$ cat src/rtl/lfsr_hex_display_if.sv
// ---------------------------------------------------------------------------
// lfsr_hex_display_if
//
// Bundles the control inputs and the observable outputs of lfsr_hex_display.
//
//   Parameter
//     WIDTH       LFSR width in bits (multiple of 4, 8..32)
//
//   Signals
//     load        load seed this cycle
//     seed        value to load (zero is replaced by 1)
//     run         level: 1 = free-run, 0 = stopped
//     step        single-step request (rising edge honoured while stopped)
//     lfsr_q      current LFSR state
//     seed_fix    one-cycle pulse when a zero seed was replaced by 1
//     period      measured sequence period (0 when measurement is disabled)
//     period_vld  period holds a valid measurement
//     hout        7 segments per hex digit, digit k on hout[7k+6:7k]
//
//   Modports
//     master      drives the controls, observes the outputs
//     slave       the LFSR/display block itself
// ---------------------------------------------------------------------------
interface lfsr_hex_display_if #(
    parameter int WIDTH = 8
);
    localparam int DIGITS = WIDTH / 4;

    logic                  load;
    logic [WIDTH-1:0]      seed;
    logic                  run;
    logic                  step;
    logic [WIDTH-1:0]      lfsr_q;
    logic                  seed_fix;
    logic [WIDTH-1:0]      period;
    logic                  period_vld;
    logic [7*DIGITS-1:0]   hout;

    modport master (
        output load, seed, run, step,
        input  lfsr_q, seed_fix, period, period_vld, hout
    );

    modport slave (
        input  load, seed, run, step,
        output lfsr_q, seed_fix, period, period_vld, hout
    );
endinterface

$ cat src/rtl/lfsr_hex_display.sv
// ---------------------------------------------------------------------------
// lfsr_hex_display
//
// Fibonacci-style LFSR pseudo-random source with a multi-digit seven-segment
// hex readout. The register shifts left and inserts the XOR of the tapped
// bits at bit 0. It can free-run through a prescaler, single-step on a
// rising edge of step, or be loaded with a seed. A zero seed (the lock-up
// state) is replaced by 1 and flagged with a one-cycle seed_fix pulse.
//
//   Parameters
//     WIDTH           LFSR width, multiple of 4, 8..32 (WIDTH/4 digits)
//     TAPS            feedback mask, bit i set = q[i] takes part in the XOR
//     RESET_SEED      LFSR value after reset, must be nonzero
//     DIV             clocks per shift while running, 1..65536
//     SEG_ACTIVE_LOW  1 = a segment is lit by a 0
//
//   Ports
//     clk             clock, all state on the rising edge
//     rst             asynchronous reset, active low
//     bus             lfsr_hex_display_if.slave (controls in, state/display out)
//
//   Optional build macro
//     LFSR_PERIOD_EN  when defined, a saturating shift counter measures the
//                     number of shifts taken to return to the loaded value
//                     (or RESET_SEED if nothing was loaded since reset) and
//                     reports it on period/period_vld. When undefined, period
//                     and period_vld are tied to 0.
// ---------------------------------------------------------------------------
module lfsr_hex_display #(
    parameter int               WIDTH          = 8,
    parameter logic [WIDTH-1:0] TAPS           = WIDTH'(8'hB8),
    parameter logic [WIDTH-1:0] RESET_SEED     = WIDTH'(1),
    parameter int               DIV            = 4,
    parameter bit               SEG_ACTIVE_LOW = 1'b1
) (
    input  logic                clk,
    input  logic                rst,
    lfsr_hex_display_if.slave   bus
);

    localparam int DIGITS = WIDTH / 4;
    localparam int HW     = 7 * DIGITS;

    // Prescaler is wide enough to hold DIV-1; DIV=1 still needs one bit.
    localparam int             PW       = (DIV > 1) ? $clog2(DIV) : 1;
    localparam logic [PW-1:0]  PRE_LAST = PW'(DIV - 1);

    // Display value while in reset: every segment dark.
    localparam logic [HW-1:0]  HOUT_OFF = {HW{SEG_ACTIVE_LOW}};

    typedef enum logic {
        ST_STOP = 1'b0,
        ST_RUN  = 1'b1
    } state_e;

    // -----------------------------------------------------------------------
    // Helpers
    // -----------------------------------------------------------------------
    function automatic logic [WIDTH-1:0] lfsr_next(input logic [WIDTH-1:0] v);
        return {v[WIDTH-2:0], ^(v & TAPS)};
    endfunction

    // Active-high pattern a..g on bits 0..6, inverted for active-low panels.
    function automatic logic [6:0] hex_seg(input logic [3:0] nib);
        logic [6:0] seg;
        case (nib)
            4'h0:    seg = 7'h3F;
            4'h1:    seg = 7'h06;
            4'h2:    seg = 7'h5B;
            4'h3:    seg = 7'h4F;
            4'h4:    seg = 7'h66;
            4'h5:    seg = 7'h6D;
            4'h6:    seg = 7'h7D;
            4'h7:    seg = 7'h07;
            4'h8:    seg = 7'h7F;
            4'h9:    seg = 7'h6F;
            4'hA:    seg = 7'h77;
            4'hB:    seg = 7'h7C;
            4'hC:    seg = 7'h39;
            4'hD:    seg = 7'h5E;
            4'hE:    seg = 7'h79;
            default: seg = 7'h71;
        endcase
        return SEG_ACTIVE_LOW ? ~seg : seg;
    endfunction

    // -----------------------------------------------------------------------
    // State
    // -----------------------------------------------------------------------
    state_e            state_q, state_d;
    logic [PW-1:0]     pre_q, pre_d;
    logic              step_dly_q, step_dly_d;
    logic [WIDTH-1:0]  lfsr_q, lfsr_d;
    logic              seed_fix_q, seed_fix_d;
    logic [HW-1:0]     hout_q, hout_d;

    logic [WIDTH-1:0]  load_val;
    logic              run_tick;
    logic              step_evt;
    logic              shift_en;

    // -----------------------------------------------------------------------
    // Control FSM, prescaler, step edge detect and the LFSR itself
    // -----------------------------------------------------------------------
    always_comb begin
        state_d    = state_q;
        pre_d      = pre_q;
        step_dly_d = bus.step;
        lfsr_d     = lfsr_q;
        seed_fix_d = 1'b0;
        run_tick   = 1'b0;

        // Zero would lock the register forever, so it is swapped for 1.
        load_val = (bus.seed == '0) ? WIDTH'(1) : bus.seed;

        case (state_q)
            ST_STOP: begin
                if (bus.run) begin
                    state_d = ST_RUN;
                    pre_d   = '0;
                end
            end
            ST_RUN: begin
                // The shift decision uses the current state, so the edge that
                // leaves RUN can still carry a due shift.
                if (!bus.run) begin
                    state_d = ST_STOP;
                end
                if (pre_q == PRE_LAST) begin
                    pre_d    = '0;
                    run_tick = 1'b1;
                end else begin
                    pre_d = pre_q + PW'(1);
                end
            end
            default: begin
                state_d = ST_STOP;
            end
        endcase

        // Only a fresh rising edge counts, so a held step gives one shift.
        step_evt = (state_q == ST_STOP) && bus.step && !step_dly_q;
        shift_en = !bus.load && (run_tick || step_evt);

        if (bus.load) begin
            lfsr_d     = load_val;
            seed_fix_d = (bus.seed == '0);
            pre_d      = '0;
            step_dly_d = 1'b0;
        end else if (shift_en) begin
            lfsr_d = lfsr_next(lfsr_q);
        end
    end

    // Display is a registered copy of the current LFSR value.
    always_comb begin
        hout_d = '0;
        for (int k = 0; k < DIGITS; k++) begin
            hout_d[7*k +: 7] = hex_seg(lfsr_q[4*k +: 4]);
        end
    end

    always_ff @(posedge clk or negedge rst) begin
        if (!rst) begin
            state_q    <= ST_STOP;
            pre_q      <= '0;
            step_dly_q <= 1'b0;
            lfsr_q     <= RESET_SEED;
            seed_fix_q <= 1'b0;
            hout_q     <= HOUT_OFF;
        end else begin
            state_q    <= state_d;
            pre_q      <= pre_d;
            step_dly_q <= step_dly_d;
            lfsr_q     <= lfsr_d;
            seed_fix_q <= seed_fix_d;
            hout_q     <= hout_d;
        end
    end

    assign bus.lfsr_q   = lfsr_q;
    assign bus.seed_fix = seed_fix_q;
    assign bus.hout     = hout_q;

    // -----------------------------------------------------------------------
    // Optional period measurement
    // -----------------------------------------------------------------------
`ifdef LFSR_PERIOD_EN
    function automatic logic [WIDTH-1:0] sat_inc(input logic [WIDTH-1:0] v);
        return (v == '1) ? v : v + WIDTH'(1);
    endfunction

    logic [WIDTH-1:0]  cnt_q, cnt_d;
    logic [WIDTH-1:0]  ref_q, ref_d;
    logic [WIDTH-1:0]  period_q, period_d;
    logic              period_vld_q, period_vld_d;

    always_comb begin
        cnt_d        = cnt_q;
        ref_d        = ref_q;
        period_d     = period_q;
        period_vld_d = period_vld_q;

        if (bus.load) begin
            cnt_d        = '0;
            ref_d        = load_val;
            period_d     = '0;
            period_vld_d = 1'b0;
        end else if (shift_en) begin
            // The counter keeps running past a return, so every later
            // return re-latches the (possibly saturated) count.
            cnt_d = sat_inc(cnt_q);
            if (lfsr_d == ref_q) begin
                period_d     = cnt_d;
                period_vld_d = 1'b1;
            end
        end
    end

    always_ff @(posedge clk or negedge rst) begin
        if (!rst) begin
            cnt_q        <= '0;
            ref_q        <= RESET_SEED;
            period_q     <= '0;
            period_vld_q <= 1'b0;
        end else begin
            cnt_q        <= cnt_d;
            ref_q        <= ref_d;
            period_q     <= period_d;
            period_vld_q <= period_vld_d;
        end
    end

    assign bus.period     = period_q;
    assign bus.period_vld = period_vld_q;
`else
    assign bus.period     = '0;
    assign bus.period_vld = 1'b0;
`endif

endmodule

$ cat src/flat_wrapper.sv
// flat-port wrapper written by rule: the top's interface ports become plain ports
module lfsr_hex_display_flat 
#(
    parameter int               WIDTH          = 8,
    parameter logic [WIDTH-1:0] TAPS           = WIDTH'(8'hB8),
    parameter logic [WIDTH-1:0] RESET_SEED     = WIDTH'(1),
    parameter int               DIV            = 4,
    parameter bit               SEG_ACTIVE_LOW = 1'b1
)
  (clk, rst, bus_load, bus_seed, bus_run, bus_step, bus_lfsr_q, bus_seed_fix, bus_period, bus_period_vld, bus_hout);
  lfsr_hex_display_if #(.WIDTH(WIDTH)) bus_i ();
  input  logic clk;
  input  logic rst;
  input wire logic [$bits(bus_i.load)-1:0] bus_load;
  input wire logic [$bits(bus_i.seed)-1:0] bus_seed;
  input wire logic [$bits(bus_i.run)-1:0] bus_run;
  input wire logic [$bits(bus_i.step)-1:0] bus_step;
  output wire logic [$bits(bus_i.lfsr_q)-1:0] bus_lfsr_q;
  output wire logic [$bits(bus_i.seed_fix)-1:0] bus_seed_fix;
  output wire logic [$bits(bus_i.period)-1:0] bus_period;
  output wire logic [$bits(bus_i.period_vld)-1:0] bus_period_vld;
  output wire logic [$bits(bus_i.hout)-1:0] bus_hout;
  assign bus_i.load = bus_load;
  assign bus_i.seed = bus_seed;
  assign bus_i.run = bus_run;
  assign bus_i.step = bus_step;
  assign bus_lfsr_q = bus_i.lfsr_q;
  assign bus_seed_fix = bus_i.seed_fix;
  assign bus_period = bus_i.period;
  assign bus_period_vld = bus_i.period_vld;
  assign bus_hout = bus_i.hout;
  lfsr_hex_display #(.WIDTH(WIDTH), .TAPS(TAPS), .RESET_SEED(RESET_SEED), .DIV(DIV), .SEG_ACTIVE_LOW(SEG_ACTIVE_LOW)) u_core (.clk(clk), .rst(rst), .bus(bus_i));
endmodule
$ cat config.mk
export PLATFORM = sky130hd
export DESIGN_NAME = lfsr_hex_display_flat
export DESIGN_NICKNAME = d
export VERILOG_FILES = /design/src/rtl/lfsr_hex_display_if.sv /design/src/rtl/lfsr_hex_display.sv /design/src/flat_wrapper.sv
export SDC_FILE = /design/constraint.sdc
export NUM_CORES = 1
export LEC_CHECK = 0
export CAP_MARGIN = 10
export CORE_MARGIN = 5
export CORE_UTILIZATION = 43
export DETAILED_ROUTE_END_ITERATION = 7
export PLACE_DENSITY = 0.73
export REMOVE_ABC_BUFFERS = 1
export SLEW_MARGIN = 10
export SYNTH_ARGS = -nofsm -noshare
export SYNTH_HDL_FRONTEND = slang
export SYNTH_SLANG_ARGS = --single-unit
$ cat constraint.sdc
create_clock -name clk -period 1.5 [get_ports clk]
set_input_delay 0.15 -clock clk [delete_from_list [all_inputs] [get_ports clk]]
set_output_delay 0.15 -clock clk [all_outputs]
set_load 0.03 [all_outputs]
Yosys cells after proc, flatten, opt, wreduce, memory -nomap -nowiden
Memory sizes are Yosys's and may differ from the RTL's.
Index checks and enable logic that the tools add are counted.
{"block": "totals", "ff_bits": 27, "rom_bits": 224, "input_bits": 13, "output_inout_bits": 32, "wordCells": 35, "memories": 2}
{"memory": "(no name shown)", "depth": 16, "word_bits": 7, "read_ports": 1, "rd_ports_with_merged_regs": 0, "write_ports": 0, "line_no": "lfsr_hex_display.sv:66", "source": "case (nib)"}
{"memory": "(no name shown)", "depth": 16, "word_bits": 7, "read_ports": 1, "rd_ports_with_merged_regs": 0, "write_ports": 0, "line_no": "lfsr_hex_display.sv:66"}
{"block": "classes", "addsub": 1, "n_eq_ne": 2, "n_mux": 12, "bitwise_logic": 3, "reduce_logical": 9}
{"op": "$mux 8", "n": 3}
{"op": "$not 7->7", "n": 2}
{"op": "$logic_not 8->1", "n": 1}
{"op": "$reduce_xor 8->1", "n": 1}
{"op": "$mux 2", "n": 3}
{"op": "$mux 1", "n": 5}
{"op": "$pmux 2 s2", "n": 1}
{"op": "$logic_and 1x1->1", "n": 3}
{"op": "$ne 3x3->1 const B", "n": 1}
{"op": "$add 2x1->2 const B", "n": 1}
{"op": "$eq 2x2->1 const B", "n": 1}
{"op": "$logic_not 1->1", "n": 2}
{"op": "$reduce_bool 2->1", "n": 1}
{"op": "$logic_or 1x1->1", "n": 1}
{"op": "$not 1->1", "n": 1}

Logic depth before layout (Yosys ltp)
{"block": "depth", "word_depth": 7, "mapped_depth": 6, "ltp_nobuf": 5}

Worst setup path after synthesis
OpenSTA, ideal clock, no wires.
{"block": "synth_path", "kind": "reg2reg", "startpoint": "register u_core.lfsr_q[4] (netlist: u_core.bus.lfsr_q[4])", "endpoint": "register u_core.lfsr_q[0] (netlist: u_core.bus.lfsr_q[0])", "setup_time_ns": 0.085, "arrival_ns": 1.687, "required_ns": 1.415, "slack_ns": -0.272, "stages_incl_launch_ff": 6, "n_path_buf": 0, "synth_period_minus_slack_ns": 1.772, "path_cell_list": "dfrtp_1 -> inv_1 -> ha_1 -> xor3_1 -> o22ai_1 -> o22ai_2"}
{"block": "synth_via", "elab_chain_len": 3}
{"element": "start: declaration", "line_no": "lfsr_hex_display.sv:93", "source": "logic [WIDTH-1:0] lfsr_q, lfsr_d;"}
{"element": "start signal: assignment", "line_no": "lfsr_hex_display.sv:175", "source": "lfsr_q <= lfsr_d;"}
{"element": "$reduce_xor 8->1", "line_no": "lfsr_hex_display.sv:60", "source": "return {v[WIDTH-2:0], ^(v & TAPS)};"}
{"element": "$mux 8", "line_no": "lfsr_hex_display.sv:150", "source": "end else if (shift_en) begin"}
{"element": "$mux 8", "line_no": "lfsr_hex_display.sv:145", "source": "if (bus.load) begin"}
No other way between the ends. The select of a mux whose other input is x is not followed.
A chain may end at the register's enable or synchronous reset.

Worst setup path in the final report
{"block": "layout_path", "startpoint": "register u_core.lfsr_q[0] (netlist: u_core.bus.lfsr_q[0])", "endpoint": "output port bus_lfsr_q[0]"}
{"element": "end: declaration", "line_no": "flat_wrapper.sv:18", "source": "output wire logic [$bits(bus_i.lfsr_q)-1:0] bus_lfsr_q;"}
No word-level cell between the ends.

==> flow_summary.json <==
{
  "grt_overflow": 0,
  "path_buf_inv": 1,
  "finClkSkew_ns": 0.00143,
  "slew_viol_final": 0,
  "io_buffer_count": 35,
  "cp_max_fo": 6,
  "area_growth_pct": 27.7,
  "cts_sinks": 27,
  "status": "finished clean",
  "synth_common_cells": "dfstp_2, ha_1, dfrtp_1, mux2i_1, buf_4",
  "cp_slowest_stage_delay_ns": 0.60,
  "post_drt_wl_per_cell_um": 13.7,
  "power_density_nw_per_um2": 1300,
  "dpl_cell_area_um2": 2000,
  "cp.arrival_ns": 1.28,
  "cts.clk_slew.worst_paths_ns": 0.09,
  "drt_iter0_markers": 106,
  "finalCritPeriodShare_pct": 95.5,
  "crit_start": "u_core.bus.lfsr_q[0]$_DFFE_PN1P_",
  "die_w_um": 70.9,
  "grt_pass1_wl_um": 5310,
  "cp.required_ns": 1.35,
  "netlist_instances": 147,
  "regToRegSetupSlack_ns": 0.08,
  "drtPass1Iterations": 4,
  "top_level_ports": 45,
  "hold_violations": 0,
  "pre_cts_ws_ns": 0.0461,
  "rr_startpoint": "u_core.pre_q[0]$_DFFE_PN0P_",
  "finalPower_uw": 2640,
  "ys.flop_type": "dfstp_2",
  "syn_area_per_cell_um2": 10.8,
  "min_period_ns": 1.43,
  "core_um2": 3630,
  "leakagePower_uw": 0.000951,
  "cts.path.max_buffers": 2,
  "fin_ws_ns": 0.0677,
  "syn_area_um2": 1590,
  "rows": 22,
  "diodes": 0,
  "fmax_mhz": 698,
  "initial_core_util_pct": 43.9,
  "worst_path_dominant_cell_family": "flip-flops",
  "synth_top_area_share_pct": 24.7,
  "endpoint_kind": "primary output",
  "drc": 0,
  "path_cells": "dlygate4sd2_1",
  "dieArea_um2": 5020,
  "async_flop_share_pct": 100,
  "track_usage_pct": 12.9,
  "yosysUniqueCellTypes": 41,
  "cts_root_buf": "clkbuf_8",
  "rsz0062_at_grt": "true",
  "worst_ir_drop_vdd_uv": 444,
  "clock_latency_ns": 0.27,
  "worstSetupStartpointType": "flop",
  "holdCritPathClass": "in2async",
  "via_count": 1161,
  "crit_type": "reg2out",
  "hold_buffers": 0,
  "die_h_um": 70.9,
  "totalWireLength_um": 3240,
  "yosysSeqAreaShare_pct": 43.6,
  "nets": 216,
  "cts_tree": "built",
  "yosysWarnings": 0,
  "fin_area_um2": 2040,
  "antenna_found_initial": 0,
  "ys_ff_latch": 27,
  "hpwl_um": 2530,
  "worst_hold_slack_ns": 0.254,
  "synth.most_common_cell": "dfstp_2",
  "setup_viol": 0,
  "synthTopCellsByArea": "dfstp_2, dfrtp_1, ha_1",
  "cp_slowest_cell": "dfstp_2",
  "vias_per_cell": 4.90,
  "synth_edf_count": 0,
  "grt_max_degree": 28,
  "ant_nets": 0,
  "layout-drive-gt1-share_pct": 26.5,
  "numCtsBuffers": 3,
  "max_cap_violations": 0,
  "yosysTopAreaCell": "dfstp_2",
  "grt_pass1_vias": 1205,
  "place_congestion": 0.869,
  "htreeDepth": 1
}
## placed cells by master, fill, tap and decap left out, types with 7 or more instances in the layout
cell	count
clkdlybuf4s50_1	13
dfstp_2	15
mux2i_1	10
a21oi_2	7
ha_1	13
nor3_1	7
conb_1	9
dfrtp_1	12
dlygate4sd2_1	19
buf_4	15
o21ai_0	7
## cells by family (layout without fill, tap and decap cells)
logic type / after synthesis / in the layout / share of synthesized area, %
flip-flops: 27 / 27 / 43.6
buffers and inverters: 23 / 57 / 8.79
other: 1 / 9 / 0.235
AO/OA/AOI/OAI: 32 / 32 / 14.1
AND/OR/NAND/NOR: 38 / 38 / 13.2
adder cells (fa/ha/maj): 13 / 13 / 10.2
multiplexers: 12 / 12 / 8.40
XOR/XNOR: 1 / 1 / 1.49
## routing by layer
metal  global-route usage (%)  share of wire, %  up-vias
li1                         -                 -      577
met1                     15.5                42      540
met2                     22.3                50       40
met3                     3.41               6.5        4
met4                     4.59               1.1        0
met5                        0                 0        -
## repair_timing
item                                    4_1_cts  5_1_grt
gates resized for setup                      19        2
pin swaps                                     0        1
buffers inserted                              0        0
endpoints found under the setup margin       19        3
## sequential cells by signal (all words and copies together), names as in the netlist
| register | count |
|---|---|
| u_core.bus.hout | 14 |
| u_core.bus.lfsr_q | 8 |
| u_core.bus.seed_fix | 1 |
| u_core.pre_q | 2 |
| u_core.state_q | 1 |
| u_core.step_dly_q | 1 |
## power by group
group | switching [µW] | internal (µW) | leakage, µW
clock network | 226 | 188 | 0.0000217
logic | 715 | 461 | 0.000629
registers | 89.6 | 959 | 0.000300
## path summary, 6_finish.rpt
check,endpoint,cells past startpoint
hold reg to reg,u_core.pre_q[1]$_DFFE_PN0P_,2
min in group clk,u_core.state_q$_DFF_PN0_,1
max in group asynchronous,u_core.bus.lfsr_q[0]$_DFFE_PN1P_,2
hold / removal,u_core.bus.seed_fix$_DFF_PN0_,2
setup reg to reg,u_core.bus.lfsr_q[0]$_DFFE_PN1P_,4
setup / recovery,bus_lfsr_q[0],1
## area by class of cell
class	count	area, µm²
clock buffers	3	41.3
inverters	6	22.5
repair buffers	47	409
fillers	331	1600
flip-flops and latches	27	694
multi-input cells	105	801
well taps	48	60.1
clock inverters	1	7.51
## stage by stage
| step | instances | utilization, % | setup TNS [ns] |
|---|---|---|---|
| floorplan | 138 | - | -0.429 |
| detailed placement | 233 | 55.0 | 0 |
| CTS | 237 | 55.7 | 0 |
| global placement | 233 | 55.0 | 0 |
| global route | 237 | 56.0 | -0.00338 |
| finish | 237 | 56.0 | 0 |
No activity file was read; power rests on OpenSTA's default activity.
